**src/rtl/ule_pkg.sv**
```systemverilog
// Shared constants for the ULE arbiter: state encoding, default sizes, width helper.
package ule_pkg;

   localparam int unsigned N_DEF     = 4;
   localparam int unsigned WIDTH_DEF = 8;

   // FSM encoding; 2'b11 is illegal and recovers to IDLE
   localparam logic [1:0] IDLE = 2'b00;
   localparam logic [1:0] EXEC = 2'b01;
   localparam logic [1:0] DONE = 2'b10;

   // Ceiling log2, used to size the requester ID
   function automatic int unsigned clog2(input int unsigned v);
      int unsigned r;
      r = 0;
      for (int unsigned i = 0; i < 32; i++) begin
         if ((64'(1) << i) < 64'(v)) r = i + 1;
      end
      return r;
   endfunction

endpackage

```
**src/rtl/ule_core.sv**
```systemverilog
// Unsigned A <= B compare: carry-out of B + ~A + 1, sum bits never formed.
module ule_core
   import ule_pkg::*;
#(
   parameter int unsigned WIDTH = WIDTH_DEF
) (
   input  logic [WIDTH-1:0] ra,
   input  logic [WIDTH-1:0] rb,
   output logic             le_c
);

   logic c;

   // Ripple carry through the inverted-A adder; only the final carry is kept
   always_comb begin
      c = 1'b1;
      for (int unsigned i = 0; i < WIDTH; i++) begin
         c = (rb[i] & ~ra[i]) | (c & (rb[i] ^ ~ra[i]));
      end
      le_c = c;
   end

endmodule

```
**src/rtl/ule_arbiter.sv**
```systemverilog
// Round-robin scheduler sharing one ule_core comparator between N requesters.
module ule_arbiter
   import ule_pkg::*;
#(
   parameter  int unsigned N     = N_DEF,
   parameter  int unsigned WIDTH = WIDTH_DEF,
   localparam int unsigned IDW   = clog2(N)
) (
   input  logic               clk,
   input  logic               resetn,
   input  logic [N-1:0]       req,
   input  logic [N*WIDTH-1:0] a,
   input  logic [N*WIDTH-1:0] b,
   output logic [N-1:0]       gnt,
   output logic               valid,
   input  logic               rdy,
   output logic [IDW-1:0]     id,
   output logic               le,
   output logic               busy
);

   logic [1:0]       state_q, state_d;
   logic [IDW-1:0]   ptr_q;
   logic [IDW-1:0]   sel;
   logic [IDW-1:0]   cand;
   logic             any_req;
   logic             grant;
   logic [WIDTH-1:0] ra_q, rb_q;
   logic [IDW-1:0]   rid_q;
   logic [IDW-1:0]   id_q;
   logic             le_q;
   logic             le_c;

   // Rotating priority: first set request at or above ptr_q, wrapping
   always_comb begin
      sel     = '0;
      cand    = '0;
      any_req = 1'b0;
      for (int unsigned k = 0; k < N; k++) begin
         cand = ptr_q + IDW'(k);
         if (!any_req && req[cand]) begin
            any_req = 1'b1;
            sel     = cand;
         end
      end
   end

   // Next state and grant pulse; grant only out of reset and in IDLE
   always_comb begin
      state_d = state_q;
      gnt     = '0;
      grant   = 1'b0;
      case (state_q)
         IDLE: begin
            if (any_req && resetn) begin
               gnt[sel] = 1'b1;
               grant    = 1'b1;
               state_d  = EXEC;
            end
         end
         EXEC:    state_d = DONE;
         DONE:    if (rdy) state_d = IDLE;
         default: state_d = IDLE;
      endcase
   end

   // State register
   always_ff @(posedge clk or negedge resetn) begin
      if (!resetn) state_q <= IDLE;
      else         state_q <= state_d;
   end

   // Capture granted operands, tag and advance the round-robin pointer
   always_ff @(posedge clk or negedge resetn) begin
      if (!resetn) begin
         ptr_q <= '0;
         ra_q  <= '0;
         rb_q  <= '0;
         rid_q <= '0;
      end else if (grant) begin
         ptr_q <= sel + IDW'(1);
         ra_q  <= a[32'(sel)*WIDTH +: WIDTH];
         rb_q  <= b[32'(sel)*WIDTH +: WIDTH];
         rid_q <= sel;
      end
   end

   ule_core #(.WIDTH(WIDTH)) u_core (
      .ra   (ra_q),
      .rb   (rb_q),
      .le_c (le_c)
   );

   // Result registers update only when leaving EXEC, then hold
   always_ff @(posedge clk or negedge resetn) begin
      if (!resetn) begin
         id_q <= '0;
         le_q <= 1'b0;
      end else if (state_q == EXEC) begin
         id_q <= rid_q;
         le_q <= le_c;
      end
   end

   assign id    = id_q;
   assign le    = le_q;
   assign valid = (state_q == DONE);
   assign busy  = (state_q != IDLE);

endmodule

```
**config.mk**
```make
export PLATFORM = sky130hd
export DESIGN_NAME = ule_arbiter
export DESIGN_NICKNAME = d
export VERILOG_FILES = /design/src/rtl/ule_pkg.sv /design/src/rtl/ule_core.sv /design/src/rtl/ule_arbiter.sv
export SDC_FILE = /design/constraint.sdc
export NUM_CORES = 1
export LEC_CHECK = 0
export CORE_ASPECT_RATIO = 0.5
export CORE_MARGIN = 8
export CORE_UTILIZATION = 48
export DETAILED_ROUTE_END_ITERATION = 8
export GPL_ROUTABILITY_DRIVEN = 1
export GPL_TIMING_DRIVEN = 1
export PLACE_DENSITY = 0.89
export SLEW_MARGIN = 20
export SYNTH_ARGS = -nofsm -noshare
export SYNTH_HDL_FRONTEND = slang
export SYNTH_HIERARCHICAL = 1
export SYNTH_SLANG_ARGS = --single-unit
```
**constraint.sdc**
```tcl
create_clock -name clk -period 3.1 [get_ports clk]
set_input_delay 0.465 -clock clk [delete_from_list [all_inputs] [get_ports clk]]
set_output_delay 0.465 -clock clk [all_outputs]
set_load 0.01 [all_outputs]
```
### After elaboration in Yosys (flattened, before gate mapping)

Index checks and enable logic that the tools add are counted.
Widths: inputs -> output; s select.

| word-level totals | value |
|---|---|
| output and inout bits | 9 |
| input bits | 71 |
| logic and storage cells | 98 |
| register bits after elaboration | 25 |

| operators by class | value |
|---|---|
| shifts and indexed selects | 2 |
| bitwise operators | 39 |
| magnitude comparators | 6 |
| equality and inequality tests | 4 |
| reductions and logical operators | 11 |
| add/subtract/negate cells | 4 |
| mux-type cells | 25 |

Operators by type and width:

| operator | count |
|---|---|
| $shiftx 32x6->8 | 2 |
| $and 1x1->1 | 15 |
| $lt 2x3->1 const B | 5 |
| $mux 2 | 6 |
| $mux 1 | 11 |
| $bmux 1 s2 | 4 |
| $mux 4 | 2 |
| $not 1->1 | 8 |
| $or 1x1->1 | 8 |
| $xor 1x1->1 | 8 |
| $pmux 2 s3 | 1 |
| $logic_and 1x1->1 | 5 |
| $add 2x1->2 const B | 2 |
| $add 2x2->2 const B | 2 |
| $logic_not 1->1 | 3 |
| $demux 1 s2 | 1 |
| $eq 2x1->1 const B | 1 |
| $eq 2x2->1 const B | 1 |
| $ge 2x1->1 const B | 1 |
| $logic_not 2->1 | 1 |
| $ne 2x1->1 const B | 1 |
| $ne 2x2->1 const B | 1 |
| $reduce_and 2->1 | 1 |
| $reduce_bool 2->1 | 1 |

### Logic depth before layout (Yosys ltp)

| depth | value |
|---|---|
| word-level depth | 18 |
| depth in mapped cells | 8 |
| mapped depth without buffers | 7 |

### By module

Netlist, hierarchy kept.

Modules (own cells, without submodules):

| module | cells each | sequential area each (µm²) | area each (µm²) | instances |
|---|---|---|---|---|
| ule_arbiter | 180 | 625.6 | 1926.8 | 1 |
| ule_core | 22 | 0.0 | 176.4 | 1 |

### Worst setup path after synthesis

OpenSTA, ideal clock, no wires.

| timing path | value |
|---|---|
| path type | input to output |
| start point | input port req[0] |
| end point | output port gnt[0] |
| path buffers | 1 |
| arrival time | 1566 ps |
| data required time | 2635 ps |
| stages | 6 |
| slack | 1069 ps |
| cell sequence | or4_1 -> nand3_2 -> inv_2 -> o21ai_4 -> buf_12 -> nor2_1 |

| between the ends | value |
|---|---|
| cells in the longest elaborated chain, start to end | 18 |
| elaborated cells between the ends (all ways) | 30 |
| those cells by class | order compare: 2; mux: 20; reduce/logical: 8 |

RTL lines:

| item | line | RTL |
|---|---|---|
| from (decl) | ule_arbiter.sv:11 | `input logic [N-1:0] req,` |
| $bmux 1 s2 | ule_arbiter.sv:41 | `if (!any_req && req[cand]) begin` |
| $mux 1 (implied by the code) | ule_arbiter.sv:41 |  |
| $mux 1 | ule_arbiter.sv:41 |  |
| $logic_not 1->1 | ule_arbiter.sv:41 |  |
| $logic_and 1x1->1 | ule_arbiter.sv:41 |  |
| $mux 1 | ule_arbiter.sv:41 |  |
| $logic_not 1->1 | ule_arbiter.sv:41 |  |
| $logic_and 1x1->1 | ule_arbiter.sv:41 |  |
| [2 not listed] | -- |  |
| $logic_and 1x1->1 | ule_arbiter.sv:41 |  |
| $mux 2 | ule_arbiter.sv:41 |  |
| $lt 2x3->1 (implied by the code) / $ge 2x1->1 (equally long branches) | ule_arbiter.sv:56 | `gnt[sel] = 1'b1;` |
| $logic_and 1x1->1 (implied by the code) | ule_arbiter.sv:56 |  |
| $mux 1 (implied by the code) | ule_arbiter.sv:56 |  |
| $demux 1 s2 | ule_arbiter.sv:56 |  |
| $mux 4 (*) | ule_arbiter.sv:55 | `if (any_req && resetn) begin` |
| $mux 4 (*) | ule_arbiter.sv:53 | `case (state_q)` |
| to (decl) | ule_arbiter.sv:14 | `output logic [N-1:0] gnt,` |

Every way passes the cells marked *; elsewhere a longest branch is shown, timed or not. The select of a mux whose other input is x is not followed.

### Final worst setup path

| timing path | value |
|---|---|
| start point | input port req[0] |
| end point | output port gnt[2] |

Same word-level chain as after synthesis.

==> impl_metrics.toml <==
[job]
maxCapViolCount = 0

[timing]
setup_slack_ns = 0.151
hold_viol_final = 0
final_max_slew_viol_count = 0
worst_pin_slew_ns = 0.462
fin_skew_ns = 0.0106
fin_crit_sh = 0.951
finalCriticalPeriod_ns = 2.95
fmaxAchievable_ghz = 0.339
rsz0062_at_grt = "no"
maxSlewHeadroom = 0.691
setup_viol = 0

[clock_network]
cts_resized = 0
path_clk_slew_ns = 0.10
htreeDepth = 1
clock-root-buffer = "clkbuf_8"
cts_tree = "built"
insertion_delay_ns = 0.27
numCtsBuffers = 3
clk_path_buf_depth = 2
clock-sinks = 25

[logic_synthesis]
synth_edf_count = 0
syn_inst = 202
ys_ff_latch = 25
ys.flop_type = "dfrtp_1"
synthesis.area_um2 = 2100
yosys_warnings = 6
ys_async_sr_fraction = 1.00
synth-seq-area-share = 0.297
syn_area_per_cell_um2 = 10.4
syn-num-nets = 280
synth_cell_types = 42

[power]
switching_share = 0.421
p_leak_nw = 1.25
power.density_nw_per_um2 = 691
p_seq_frac = 0.301
power_frac_comb = 0.601
p_clk_frac = 0.099
p_sw_uw = 844
worst_ir_drop_vdd_mv = 0.402
p_int_mw = 1.16

[placed_design]
gpl.final_weighted_congestion = 0.849
pre_cts_slack_ns = -0.0826
dpl.cell_count = 335
port_buffers = 79
dp_hpwl_um = 5210

[finish]
area_growth_pct = 38.1
mostFrequentLayoutCell = "clkdlybuf4s50_1"
n_antenna_cell = 0
nets = 362
drive_gt1_frac = 0.177
multi_input_area_um2 = 1230
layout_common_cells = "clkdlybuf4s50_1, dfrtp_1, nand2_1"
fill_cells = 321
regArea_um2 = 626
stdcell_count = 340

[setup_path]
worstSetupEndpointType = "output pin"
max_stage_delay_ns = 0.59
path_cells = "clkdlybuf4s50_1 -> or4_1 -> nand3_2 -> nor3_4 -> and2_2 -> clkdlybuf4s50_1"
setup.worst_path.class = "primary input to output pin"
cpMostUsedCell = "clkdlybuf4s50_1"
cp_data_arrival_time_ns = 2.48
critPathBufInv = 2
worstSetupStartpointType = "primary input"
cpMaxStageDelayCell = "or4_1"
worstPathMaxFanout = 6
cp_top_family = "simple AND/OR/NAND/NOR gates"
required_ns = 2.63

[global_route]
grt_pass1_wl_um = 10100
grt_remaining_overflow = 0
antenna_found_initial = 0
grt_max_degree = 26
track_usage = 0.181
grt_pass1_vias = 2056

[run_status]
status = "complete, no violations"

[route]
met3_wirelength_um = 553
drc = 0
wl_per_cell_um = 19.0
highest_layer = "met4"
vias = 1984
first_pass_iters = 4
route.met2.wl_um = 3390
via_per_inst = 5.84
wl_um = 6460
drt_first_iter_violations = 131
ant_nets = 0
wl_met1_um = 2480

[floorplanning]
std_cell_rows = 17
fp.dieH_um = 62.8
start_util = 0.490
die-area_um2 = 6880
core_area_um2 = 4300
die_x_um = 110
ioPinCount = 80

[min_path]
hold_class = "flip-flop to flip-flop"
final timing paths:
check	startpoint	endpoint	slack [ns]	depth (start not counted)
worst min register to register	ra_q[5]	ra_q[5]	0.51	2
worst max register to register	ra_q[4]	le	1.19	7
worst min-delay path	ra_q[5]	ra_q[5]	0.51	2
worst max-delay path	req[0]	gnt[2]	0.15	6
max in group asynchronous	resetn	rb_q[1]	2.24	2
min in group asynchronous	resetn	ptr_q[1]	0.61	2
worst min-delay path, cell delays in order, from the launching register on:
cell	delay, ns
dfrtp_1	0.35
nand2_1	0.06
o211ai_2	0.06
stage by stage:
step                hold slack [ns]  area (um2)  total power [mW]   util  TNS, ns
finish                        0.507        2900              2.01  0.676        0
global route                  0.521        2900              2.12  0.676        0
CTS                           0.505        2900              1.99  0.676        0
detailed placement            0.484        2850              1.78  0.663   -0.163
global placement              0.473        2850              1.71  0.663        0
floorplan                     0.169        2100              1.46      -        0
final cells by class:
class	count	share of cell area
clock buffers	3	0.0142
clock inverters	1	0.00259
inverters	10	0.0129
multi-input cells	152	0.424
flip-flops and latches	25	0.215
well taps	57	0.0246
repair buffers	92	0.306
Yosys cell counts, types with 7 or more instances:
| library cell | instances | area, um2 |
|---|---|---|
| ha_1 | 7 | 87.6 |
| o211ai_1 | 8 | 60.1 |
| dfrtp_1 | 25 | 626 |
| mux2i_1 | 16 | 160 |
| nand2_1 | 19 | 71.3 |
| a21bo_2 | 7 | 70.1 |
| o31ai_1 | 16 | 120 |
| nand4_1 | 16 | 100 |
| nor2_1 | 8 | 30.0 |
| a21bo_1 | 8 | 80.1 |
| clkbuf_8 | 7 | 96.3 |
| o211ai_2 | 8 | 100 |
| inv_1 | 9 | 33.8 |
power by group through the flow:
stage / logic [mW] / registers (mW) / clock network [mW]
detailed placement: 1.18 / 0.601 / 0
global placement: 1.12 / 0.588 / 0
CTS: 1.19 / 0.597 / 0.199
finish: 1.20 / 0.603 / 0.198
floorplan: 0.898 / 0.563 / 0
global route: 1.29 / 0.613 / 0.211
registers in the layout (all words and copies together), names as in the netlist:
name and count:
rb_q 8, ptr_q 2, state_q 2, rid_q 2
ra_q 8, id 2, le 1
layer usage:
metal  vias up  global-route usage
li1        920                   -
met1       965               0.220
met2        95               0.318
met3         4              0.0422
met4         0              0.0317
met5         -                   0
kinds of logic (layout without fill, tap and decap cells):
group | after synthesis | count (layout) | share of synthesized area
compound gates | 66 | 66 | 0.286
xor+xnor | 1 | 1 | 0.00416
fa+ha+maj | 7 | 7 | 0.0416
buf+inv | 25 | 106 | 0.117
flops | 25 | 25 | 0.297
mux | 19 | 19 | 0.0922
simple gates | 59 | 59 | 0.162
timing repair:
| item | 4_1_cts | 5_1_grt |
|---|---|---|
| endpoints found under the setup margin | 2 | 0 |
| hold buffers | 0 | 0 |
| hold endpoints to repair | 0 | 0 |
| buffers inserted | 1 | 0 |
Power figures use the tool's default switching activity.
